<file path="src/rtl/spi_slave_ctrl.sv">
// Oversampling SPI target: synchronises SCL/CS_n/MOSI, receives into
// rx_data and returns tx_data on MISO, all four modes, MSB first.
module spi_slave_ctrl #(
  parameter int DATA_W      = 8,
  parameter int SYNC_STAGES = 2
) (
  input  logic              clk,
  input  logic              rst_n,
  input  logic [1:0]        mode,
  input  logic              SCL,
  input  logic              CS_n,
  input  logic              MOSI,
  input  logic [DATA_W-1:0] tx_data,
  output logic              MISO,
  output logic [DATA_W-1:0] rx_data,
  output logic              rx_valid,
  output logic              busy,
  output logic              frame_err
);

  localparam int CW = $clog2(DATA_W + 1);

  typedef enum logic {
    IDLE,
    ACTIVE
  } state_t;

  state_t state_q, state_d;

  logic [SYNC_STAGES-1:0] scl_sync;
  logic [SYNC_STAGES-1:0] cs_sync;
  logic [SYNC_STAGES-1:0] mosi_sync;
  logic                   scl_h;
  logic                   cs_h;

  logic              scl_s;
  logic              cs_s;
  logic              mosi_s;
  logic              cs_fall;
  logic              cs_rise;
  logic              lead;
  logic              trail;
  logic              smp;
  logic              shf;
  logic              last;
  logic              pend;
  logic [1:0]        mode_q;
  logic [CW-1:0]     cnt;
  logic [DATA_W-1:0] rx_sr;
  logic [DATA_W-1:0] rx_next;
  logic [DATA_W-1:0] tx_sr;
  logic              miso_q;

  // Synchronisers preset to the idle bus: CS_n high, SCL and MOSI low.
  always_ff @(posedge clk or negedge rst_n) begin
    if (!rst_n) begin
      scl_sync  <= '0;
      cs_sync   <= '1;
      mosi_sync <= '0;
      scl_h     <= 1'b0;
      cs_h      <= 1'b1;
    end else begin
      scl_sync  <= {scl_sync[SYNC_STAGES-2:0], SCL};
      cs_sync   <= {cs_sync[SYNC_STAGES-2:0], CS_n};
      mosi_sync <= {mosi_sync[SYNC_STAGES-2:0], MOSI};
      scl_h     <= scl_sync[SYNC_STAGES-1];
      cs_h      <= cs_sync[SYNC_STAGES-1];
    end
  end

  assign scl_s   = scl_sync[SYNC_STAGES-1];
  assign cs_s    = cs_sync[SYNC_STAGES-1];
  assign mosi_s  = mosi_sync[SYNC_STAGES-1];
  assign cs_fall = cs_h & ~cs_s;
  assign cs_rise = ~cs_h & cs_s;

  // Leading edge leaves the CPOL idle level, trailing edge returns to it.
  assign lead    = mode_q[1] ? (scl_h & ~scl_s) : (~scl_h & scl_s);
  assign trail   = (scl_h ^ scl_s) & ~lead;
  assign smp     = mode_q[0] ? trail : lead;
  assign shf     = mode_q[0] ? lead : trail;
  assign last    = smp && (cnt == CW'(DATA_W - 1));
  assign pend    = (cnt == CW'(DATA_W));
  assign rx_next = {rx_sr[DATA_W-2:0], mosi_s};

  always_ff @(posedge clk or negedge rst_n) begin
    if (!rst_n) begin
      state_q <= IDLE;
    end else begin
      state_q <= state_d;
    end
  end

  always_comb begin
    state_d = state_q;
    unique case (state_q)
      IDLE:    if (cs_fall) state_d = ACTIVE;
      ACTIVE:  if (cs_rise) state_d = IDLE;
      default: state_d = IDLE;
    endcase
  end

  always_comb begin
    busy = (state_q == ACTIVE);
    MISO = miso_q;
  end

  always_ff @(posedge clk or negedge rst_n) begin
    if (!rst_n) begin
      mode_q    <= 2'b00;
      cnt       <= '0;
      rx_sr     <= '0;
      tx_sr     <= '0;
      miso_q    <= 1'b0;
      rx_data   <= '0;
      rx_valid  <= 1'b0;
      frame_err <= 1'b0;
    end else begin
      rx_valid  <= 1'b0;
      frame_err <= 1'b0;
      unique case (state_q)
        IDLE: begin
          miso_q <= 1'b0;
          if (cs_fall) begin
            mode_q <= mode;
            tx_sr  <= tx_data;
            cnt    <= '0;
            rx_sr  <= '0;
            miso_q <= mode[0] ? 1'b0 : tx_data[DATA_W-1];
          end
        end
        ACTIVE: begin
          if (cs_rise) begin
            miso_q <= 1'b0;
            cnt    <= '0;
            rx_sr  <= '0;
            if (last) begin
              rx_data  <= rx_next;
              rx_valid <= 1'b1;
            end else if (pend) begin
              rx_data  <= rx_sr;
              rx_valid <= 1'b1;
            end else if (cnt != '0) begin
              frame_err <= 1'b1;
            end
          end else if (pend) begin
            rx_data  <= rx_sr;
            rx_valid <= 1'b1;
            cnt      <= '0;
            tx_sr    <= tx_data;
            if (!mode_q[0]) miso_q <= tx_data[DATA_W-1];
          end else if (smp) begin
            rx_sr <= rx_next;
            cnt   <= cnt + CW'(1);
          end else if (shf) begin
            // cnt==0: CPHA=1 presents the MSB; CPHA=0 has nothing left to shift.
            if (mode_q[0] && cnt == '0) begin
              miso_q <= tx_sr[DATA_W-1];
            end else if (cnt != '0) begin
              tx_sr  <= tx_sr << 1;
              miso_q <= tx_sr[DATA_W-2];
            end
          end
        end
        default: miso_q <= 1'b0;
      endcase
    end
  end

endmodule

</file>
<file path="config.mk">
export PLATFORM = sky130hd
export DESIGN_NAME = spi_slave_ctrl
export DESIGN_NICKNAME = d
export VERILOG_FILES = /design/src/rtl/spi_slave_ctrl.sv
export SDC_FILE = /design/constraint.sdc
export NUM_CORES = 1
export LEC_CHECK = 0
export ABC_AREA = 0
export CAP_MARGIN = 10
export CORE_ASPECT_RATIO = 0.75
export CORE_MARGIN = 2
export CORE_UTILIZATION = 45
export CTS_CLUSTER_DIAMETER = 100
export DETAILED_ROUTE_END_ITERATION = 8
export PLACE_DENSITY = 0.68
export SLEW_MARGIN = 20
export SYNTH_ARGS = -nofsm -noshare
export SYNTH_HDL_FRONTEND = slang
export SYNTH_SLANG_ARGS = --single-unit
</file>
<file path="constraint.sdc">
create_clock -name clk -period 3.9 [get_ports clk]
set_input_delay 0.585 -clock clk [delete_from_list [all_inputs] [get_ports clk]]
set_output_delay 0.585 -clock clk [all_outputs]
set_load 0.05 [all_outputs]
</file>
==> summary.txt <==
Synth
  – Ys async rst share: 100%
  – Syn Area/Cell: about 11 µm²
  – Synth area leader: dfrtp_1
  – Top-area cell type share of the netlist area: 50.1%
  – Synth Cell Area: 1950 µm²
  – Synth top area cells: dfrtp_1 (50%), a21oi_1 (4.6%), mux2i_1 (4.1%)
  – Mapped Cells: 181
  – Number of synthesized flops with an enable pin: 0
  – Synth Net Count: 202
  – Most numerous cell in the Yosys netlist: dfrtp_1
  – Commonest cells post-synth: dfrtp_1 (39), a21oi_1 (18), inv_1 (18)
  – Top_reg_cell synth: dfrtp_1
  – Synth warnings: 0
  – Seq/Total Area, Yosys: about 54%
  – Yosys reg bits: 42
  – Netlist cell types: 40

Timing
  – TNS Setup: 0 ps
  – Worst slew margin: 39.9%
  – Fin. max-slew vios: 0
  – RSZ-0062 raised after global routing: no
  – Final Setup Violations: 0
  – Max Clk Rate: about 420 MHz
  – Period utilization: 61.1%
  – Worst Slack Setup Final: approximately 1500 ps
  – Clock skew: 5.41 ps
  – Crit path time final: 2380 ps
  – Hold Vio Cnt, Final: 0
  – Worst-Margin Slew: 902 ps

Setup path
  – Crit path max fanout: 13
  – R2r setup slk: 1700 ps
  – R2R Path Start: scl_sync[1]
  – Critical Path AT: 1800 ps
  – CP bufs+invs: 1
  – R2R depth: 7
  – CP max-delay cell: clkdlybuf4s50_1
  – Critical path type: flop to output pin
  – CP peak stage delay: 890 ps
  – Setup crit end kind: output pin
  – Family with the most delay on the worst path: buffers and inverters
  – Data required time of the critical path: 3310 ps
  – Worst setup SP type: flop
  – CP cell instances: clkdlybuf4s50_1
  – Reg2reg end: tx_sr[6]

Power
  – Lkg Pwr: 1.06 nW
  – Clock Power Share: a little under a quarter
  – Overall power: 1.16 mW
  – Power per cell area: 496 nW/µm²
  – Worst VDD drop: 0.282 mV
  – Part of the power in combinational logic: 27.1%
  – Internal: 773 µW
  – Part of the power in registers: roughly half
  – Switching share of power: 33.1%
  – Psw: around 380 µW

Hold path
  – Worst hold path depth: 0
  – Hold endpoint: mosi_sync[1]
  – Hold Path Origin: mosi_sync[0]
  – Hold Crit Class: flop to flop

Floorplan
  – IO Count: 27
  – Starting Density: a little under half
  – Die ar.: 4880 µm²
  – Die height: just over 60 µm
  – Placeable core area: 4100 µm²
  – # rows: 20
  – Die Wd: 80 µm

Global routing
  – Global-route wire length before repair: 6.18 mm
  – Antenna violations before repair: 0
  – Number of global-route vias before repair: 1385
  – Largest net degree at the start of global routing: 43
  – All-Layer GR Usage: between 10% and 20%
  – Gr ovfl total: 0

Placement
  – Cells after DPL: 257
  – GP Congestion: 0.790
  – DP Wirelength: 2.69 mm
  – Dpl ws: about 1700 ps
  – I/O Buffers: 26

Finish
  – Fill cell total of the finished layout: 370
  – Layout area overhead: 19.6%
  – Finished Layout Cells: 265
  – Final net count: 230
  – ANT cells: 0
  – Share of layout cells above drive strength 1: between 10% and 20%

Drt
  – Vias per std cell: ~5.3
  – Routed wire length: 3.61 mm
  – Post-DR wirelength/cell: between 10 and 15 µm
  – Pre-antenna DRT Iters: 4
  – Antenna Nets Post-Route: 0
  – DR vias: between 1000 and 1500
  – Residual DRC count: 0
  – DR iter-0 viols: 76

Clock tree
  – Clock tree buffer depth: 2
  – Total CTS buffers: 5
  – Root buffer cell: clkbuf_8
  – PostCTS Resize Cnt: 0
  – Clk slew on worst S/H paths: approximately 80 ps
  – Cts hold-fix bufs: 0
  – CTS H-Tree Depth: 2
  – Worst skew pair latency: 290 ps
  – Post-CTS Setup Bufs: 0
  – CTS Sinks: 42
  – CTS tree: yes

Run status
  – Status: complete, no violations

Flow run
  – Maxcap violations: 0
[registers in the layout (all words and copies together) (netlist names), 2 cells and up]
register,count
rx_data,8
rx_sr,8
tx_sr,8
cnt,4
cs_sync,2
mode_q,2
mosi_sync,2
scl_sync,2
[worst max path at each step]
stage / slack (ps) / end / cells after the start / startpoint
floorplan: 1870 / tx_sr[1] / 8 / scl_sync[1]
global placement: 1770 / tx_sr[1] / 7 / scl_sync[1]
detailed placement: 1680 / tx_sr[0] / 6 / scl_sync[1]
CTS: 1510 / busy / 1 / busy
global route: 1460 / busy / 1 / busy
finish: 1520 / busy / 1 / busy
[metrics by stage]
stage          utilization [%]  hold WS, ps  area [µm²]
2_1_floorplan                -          289        1950
3_3_place_gp              54.7          337        2240
3_5_place_dp              54.7          339        2240
4_1_cts                   56.8          359        2330
5_1_grt                   56.8          368        2330
6_report                  56.8          355        2330
[cell usage in the layout, fill, tap and decap left out, types with 2 or more instances in the layout]
master,count
dfrtp_1,39
clkdlybuf4s50_1,25
inv_1,18
a21oi_1,18
nor2_1,12
nand2_1,11
nand3_1,8
mux2i_1,8
o22ai_1,8
a22o_1,8
ha_1,6
clkbuf_8,5
o21ai_0,3
mux2_2,3
a21o_1,3
dfstp_2,3
or2_2,2
nand3b_1,2
nor3_1,2
a31oi_1,2
a21oi_2,2
[final cells by class]
class	instances	area [µm²]	area share [%]
flip-flops and latches	42	1050	45.2
multi-input cells	116	798	34.2
repair buffers	26	255	11.0
clock buffers	6	72.6	3.11
well taps	55	68.8	2.95
inverters	18	67.6	2.90
clock inverters	2	13.8	0.590
[power by group through the flow]
stage                     Sequential (mW)  Clock, mW  Combinational (mW)
after CTS                           0.569      0.281               0.315
after global placement              0.573          0               0.303
after floorplan                     0.593          0               0.210
after global routing                0.581      0.296               0.346
final                               0.569      0.274               0.313
after detailed placement            0.577          0               0.314
[logic make-up (layout without fill, tap and decap cells)]
group	count (synthesis)	in the layout	share of synthesized area (%)
buffers and inverters	23	52	4.94
multiplexers	12	12	6.61
AND/OR/NAND/NOR	47	47	12.1
flip-flops	42	42	54.1
AO/OA/AOI/OAI	50	50	17.9
XOR/XNOR	1	1	0.449
adder cells (fa/ha/maj)	6	6	3.85
[routing by layer]
layer / track usage (%) / vias to the layer above / routed length, µm
li1: - / 693 / -
met1: 22.0 / 680 / 1730
met2: 27.6 / 17 / 1750
met3: 4.02 / 5 / 103
met4: 5.81 / 0 / 34
met5: 0 / - / 0
(Power assumes the default switching activity.)
==> RTL change 1: new RTL, same flow settings <==
Set the parameter `DATA_W` to 4 (it was 8).
--- a/src/rtl/spi_slave_ctrl.sv
+++ b/src/rtl/spi_slave_ctrl.sv
@@ -1,7 +1,7 @@
 // Oversampling SPI target: synchronises SCL/CS_n/MOSI, receives into
 // rx_data and returns tx_data on MISO, all four modes, MSB first.
 module spi_slave_ctrl #(
-  parameter int DATA_W      = 8,
+  parameter int DATA_W      = 4,
   parameter int SYNC_STAGES = 2
 ) (
   input  logic              clk,
Interface: changed (resized rx_data and tx_data); port bits go from 27 to 19. No check against the original RTL was run, so the function may have changed too.
==> RTL change 1 against the original RTL <==
Global-route usage fell by 0.17 points. Area after synthesis fell by 22%. Setup slack got worse by 33 ps. Sequential share of layout area fell by 5.4 points. Design area fell by 21%. Combinational power rose by 25%. Wire length fell by 25%. Clock skew fell by 1.6 ps. Power fell by 6.3%. Synthesized cell count fell by 29%. Non-clock buffer count fell by 7. Sequential cell count fell by 13. Utilization fell by 0.71 points. Clock power fell by 2%. Critical path type unchanged. Largest power group unchanged.
==> RTL change 1: results (changes against the original RTL) <==
| Metric | Value |
|---|---|
| Max FO, Critical Path | `18 (was 13)` |
| Vias in the first global route | `1,019 (was 1,385)` |
| Post-synth top cells | `dfrtp_1 (26), inv_1 (12), ha_1 (8) (was dfrtp_1 (39), a21oi_1 (18), inv_1 (18), nor2_1 (12), nand2_1 (11))` |
| Drt first pass iters | `4 (unchanged)` |
| Reg-to-reg endpoint | `rx_data[3]$_DFFE_PN0P_ (was tx_sr[6]$_DFFE_PN0P_)` |
| Inserted Clock Buffers | `5 (unchanged)` |
| Worst-path clk slew | `60 ps (was 80 ps)` |
| WHS Path Cells | `0 (unchanged)` |
| Clk Latency, worst-skew pair | `280 ps` |
| Worst VDD drop | `0.000320 V (was 0.000282 V)` |
| Setup Skew | `3.77 ps (was 5.41 ps)` |
| Fillcell total | `257 (was 370)` |
| Syn avg cell area | `11.8 um^2 (was 10.8 um^2)` |
| Final net count | `168 (was 230)` |
| Detailed Route Iter0 Violations | `53 (was 76)` |
| YS warnings | `0 (unchanged)` |
| Critical Path End | `busy (unchanged)` |
| Reg2reg setup slack | `1870 ps (was 1700 ps)` |
| Largest net degree at the start of global routing | `30 (was 43)` |
| CP delay by family, top | `buffers and inverters (unchanged)` |
| CTS max path bufs | `2 (unchanged)` |
| DRT Wirelength | `2720 um (was 3610 um)` |
| Pleak | `0.801 nW (was 1.06 nW)` |
| Ant diodes | `0 (unchanged)` |
| Via count | `1,069 (was 1,395)` |
| Slew HR | `66.1% (was 39.9%)` |
| Synth top area cells | `dfrtp_1 (43%), ha_1 (6.6%), dfstp_2 (5.2%) (was dfrtp_1 (50%), a21oi_1 (4.6%), mux2i_1 (4.1%))` |
| Post-CTS setup buffer count | `0 (unchanged)` |
| Hpwl dp | `1950 um (was 2690 um)` |
| Status | `finished, final reports clean (unchanged)` |
| Root buffer cell | `clkbuf_8 (unchanged)` |
| Overall Global Routing Usage | `16.5% (was 16.7%)` |
| Share of layout cells above drive strength 1 | `20.7% (was 11.0%)` |
| Global-route wire length before repair | `4750 um (was 6180 um)` |
| Biggest regs | `rx_data (4), rx_sr (4), tx_sr (4) (was rx_data (8), rx_sr (8), tx_sr (8))` |
| Initial antenna violation count | `0 (unchanged)` |
| CP peak stage delay | `910 ps (was 890 ps)` |
| CP Launch Point | `busy$_DFF_PN0_ (unchanged)` |
| RR Startpoint | `scl_sync[1]$_DFF_PN0_ (unchanged)` |
| CP arrival | `1830 ps (was 1800 ps)` |
| Post-synthesis sequential area ratio | `47.9% (was 54.1%)` |
| Avg WL per Cell | `14.3 um (was 13.6 um)` |
| Hold Crit Class | `flip-flop to flip-flop (unchanged)` |
| GP Congestion | `0.843 (was 0.790)` |
| Reg2Reg Depth | `6 (was 7)` |
| Max stage delay cell, worst path | `clkdlybuf4s50_1 (unchanged)` |
| H-tree depth | `2 (unchanged)` |
| # resized after CTS | `0 (unchanged)` |
| Syn_nets | `148 (was 202)` |
| Port Buf Inserts | `18 (was 26)` |
| Total placed cells including tap cells | `182 (was 257)` |
## RTL change 1: layer usage
metal,up-vias,global-route usage (%),part of all wire (%)
met5,-,0,0
met4,0,10.4,0.77
met3,2,4.60,5.7
met2,29,26.4,46
met1,527,20.3,47
li1,511,-,-
## RTL change 1: area by class of cell
cell class	count	area [um^2]	share of cell area, %
multi-input cells	82	718	39.2
clock buffers	7	96.3	5.26
inverters	12	45.0	2.46
well taps	40	50.0	2.73
repair buffers	19	188	10.2
flip-flops and latches	29	729	39.8
clock inverters	1	5.00	0.273
## RTL change 1: worst min path at each step
stage	endpoint	startpoint
2_1_floorplan	MISO$_DFFE_PN0P_	rst_n
3_3_place_gp	mosi_sync[1]$_DFF_PN0_	mosi_sync[0]$_DFF_PN0_
3_5_place_dp	scl_sync[1]$_DFF_PN0_	scl_sync[0]$_DFF_PN0_
4_1_cts	scl_sync[1]$_DFF_PN0_	scl_sync[0]$_DFF_PN0_
5_1_grt	scl_sync[1]$_DFF_PN0_	scl_sync[0]$_DFF_PN0_
6_report	scl_sync[1]$_DFF_PN0_	scl_sync[0]$_DFF_PN0_
## RTL change 1: power by group
| group | internal, W | leakage [nW] | total [W] | switching [W] |
|---|---|---|---|---|
| combinational | 0.000180 | 0.382 | 0.000392 | 0.000212 |
| sequential | 0.000367 | 0.364 | 0.000423 | 0.0000554 |
| clock | 0.000159 | 0.0542 | 0.000268 | 0.000109 |
## RTL change 1: logic make-up (layout without fill, tap and decap cells)
logic type,after synthesis,count (layout),share of synthesized area [%]
flops,29,29,47.9
buf+inv,18,39,4.93
simple gates,32,32,13.3
mux,12,12,10.5
compound gates,29,29,16.2
fa+ha+maj,8,8,6.57
xor+xnor,1,1,0.575
## RTL change 1: worst reg2reg max path, delay by kind of cell (launching register included)
kind            cells  cell delay, ps
fa+ha+maj           1             310
flops               1             390
buf+inv             1              80
mux                 1             350
simple gates        1             190
compound gates      2             600
## RTL change 1: metrics by stage
stage / setup WS [ps] / util [%] / hold WS (ps) / cell area, um^2 / power, W
after detailed placement: 1790 / 53.0 / 336 / 1730 / 0.000820
after floorplan: 2030 / - / 289 / 1520 / 0.000714
final: 1480 / 56.1 / 347 / 1830 / 0.00108
after global placement: 1810 / 53.0 / 332 / 1730 / 0.000809
after CTS: 1480 / 56.1 / 351 / 1830 / 0.00110
after global routing: 1380 / 56.1 / 356 / 1830 / 0.00115
==> RTL change 2: new RTL, same settings <==
Made on the original files. Compare `cnt` against `CW'(DATA_W - 1)` with >= in place of ==. Comments in the files are not updated.
--- a/src/rtl/spi_slave_ctrl.sv
+++ b/src/rtl/spi_slave_ctrl.sv
@@ -79,7 +79,7 @@
   assign trail   = (scl_h ^ scl_s) & ~lead;
   assign smp     = mode_q[0] ? trail : lead;
   assign shf     = mode_q[0] ? lead : trail;
-  assign last    = smp && (cnt == CW'(DATA_W - 1));
+  assign last    = smp && (cnt >= CW'(DATA_W - 1));
   assign pend    = (cnt == CW'(DATA_W));
   assign rx_next = {rx_sr[DATA_W-2:0], mosi_s};
 
Check against the original RTL: same outputs for any inputs over 10 cycles, from zero or initial values and one cycle with rst_n low; that may be too few to reach the edited logic, so the function may still have changed.
==> RTL change 2 against the original RTL <==
Die area grew 9.5%. Area after synthesis rose by 10%. Sequential cell count unchanged. Power rose by 15%. First-iteration DRC count is 130% higher. Setup slack got worse by 300 ps. Register-to-register slack worse by 170 ps. Wire length grew 18%. Fmax decreased by 11%. Design area up 8.6%.
==> RTL change 2: results (changes against the original RTL) <==
| Metric | Value |
|---|---|
| Status | `finished, final reports clean (unchanged)` |
| Root buffer cell | `clkbuf_8 (unchanged)` |
| WHS Path Cells | `0 (unchanged)` |
| Overall Global Routing Usage | `17.4% (was 16.7%)` |
| Post-synthesis sequential area ratio | `49.2% (was 54.1%)` |
| Post-synth top cells | `dfrtp_1 (39), mux2_2 (17), o21ai_0 (14), nand2b_1 (12), nor2_1 (12) (was dfrtp_1 (39), a21oi_1 (18), inv_1 (18), nor2_1 (12), nand2_1 (11))` |
| Clk_buf instances | `7 (was 6)` |
| Non-clk bufs | `26 (unchanged)` |
| Post-CTS setup buffer count | `0 (unchanged)` |
| Synth unique cells | `42 (was 40)` |
| Multi-input gate area | `1010 um^2 (was 798 um^2)` |
| CP peak stage delay | `940 ps (was 890 ps)` |
| Fillcell total | `385 (was 370)` |
| Congestion Overflow GR | `0 (unchanged)` |
| Ant diodes | `0 (unchanged)` |
| Mapped Cells | `185 (was 181)` |
| Final net count | `232 (was 230)` |
| Slew HR | `39.2% (was 39.9%)` |
| Initial antenna violation count | `0 (unchanged)` |
| Inverters | `8 (was 18)` |
| Total placed cells including tap cells | `261 (was 257)` |
| Worst VDD drop | `0.000220 V (was 0.000282 V)` |
| Synth top area cells | `dfrtp_1 (45%), mux2_2 (8.9%), a32o_1 (4.2%) (was dfrtp_1 (50%), a21oi_1 (4.6%), mux2i_1 (4.1%))` |
| Setup Skew | `3.51 ps (was 5.41 ps)` |
| Via/cell ratio | `5.79 (was 5.26)` |
| Inserted Clock Buffers | `5 (unchanged)` |
| CP delay by family, top | `buffers and inverters (unchanged)` |
| Global-route wire length before repair | `7380 um (was 6180 um)` |
| Drt first pass iters | `4 (unchanged)` |
| GP Congestion | `0.868 (was 0.790)` |
| DRT Wirelength | `4270 um (was 3610 um)` |
| Area growth syn-to-layout | `18.0% (was 19.6%)` |
| Vias in the first global route | `1,521 (was 1,385)` |
| Placed instance area | `2420 um^2 (was 2240 um^2)` |
| Avg WL per Cell | `15.9 um (was 13.6 um)` |
| Share of layout cells above drive strength 1 | `20.3% (was 11.0%)` |
| Hpwl dp | `3130 um (was 2690 um)` |
| Residual DRC count | `0 (unchanged)` |
| Syn_nets | `206 (was 202)` |
| # resized after CTS | `0 (unchanged)` |
| Sequential cell area | `1050 um^2 (unchanged)` |
| Buffer share of cell area | `10.1% (was 11.0%)` |
| Detailed Route Iter0 Violations | `172 (was 76)` |
| Clock-cell share | `4.20% (was 3.70%)` |
| Pleak | `1.10 nW (was 1.06 nW)` |
| CP arrival | `2100 ps (was 1800 ps)` |
| H-tree depth | `2 (unchanged)` |
| Multi-input gates | `128 (was 116)` |
| Reg2Reg Depth | `6 (was 7)` |
| Clk Latency, worst-skew pair | `290 ps (about the same)` |
| Max FO, Critical Path | `25 (was 13)` |
[RTL change 2: cell types whose count changed after synthesis, moves of 10 or more]
cell and change:
nand2b_1 +11, o21ai_0 +11, mux2_2 +14, inv_1 -10, a21oi_1 -16
[RTL change 2: routing by layer]
layer	global-route usage [%]	share of wire, %	vias up
li1	-	-	738
met1	24.5	47	754
met2	26.0	44	55
met3	4.65	6.7	10
met4	6.25	1.6	0
met5	0	0	-
[RTL change 2: logic make-up after synthesis]
logic type | count (synthesis) | share of synthesized area [%]
adder cells (fa/ha/maj) | 6 | 3.50
buffers and inverters | 15 | 3.61
AND/OR/NAND/NOR | 52 | 13.4
XOR/XNOR | 1 | 0.408
AO/OA/AOI/OAI | 49 | 19.4
multiplexers | 20 | 10.6
flip-flops | 42 | 49.2
[RTL change 2: power breakdown]
group | total, W | switching [W] | internal [W]
Combinational | 0.000403 | 0.000213 | 0.000191
Clock | 0.000335 | 0.000143 | 0.000192
Sequential | 0.000593 | 0.0000735 | 0.000519
Total | 0.00133 | 0.000429 | 0.000901
[RTL change 2: final timing paths]
kind | slack, ps | startpoint | end
max | 1210 | busy$_DFF_PN0_ | busy
min | 350 | mosi_sync[0]$_DFF_PN0_ | mosi_sync[1]$_DFF_PN0_
max reg2reg | 1530 | scl_sync[1]$_DFF_PN0_ | tx_sr[6]$_DFFE_PN0P_
min reg2reg | 350 | mosi_sync[0]$_DFF_PN0_ | mosi_sync[1]$_DFF_PN0_
max in group asynchronous | 2920 | rst_n | rx_sr[3]$_DFFE_PN0P_
min in group asynchronous | 420 | rst_n | frame_err$_DFF_PN0_
[RTL change 2: stage by stage]
step / setup WS (ps) / hold WS [ps]
finish: 1210 / 354
global placement: 1580 / 334
floorplan: 1700 / 289
CTS: 1200 / 356
detailed placement: 1520 / 339
global route: 1110 / 367
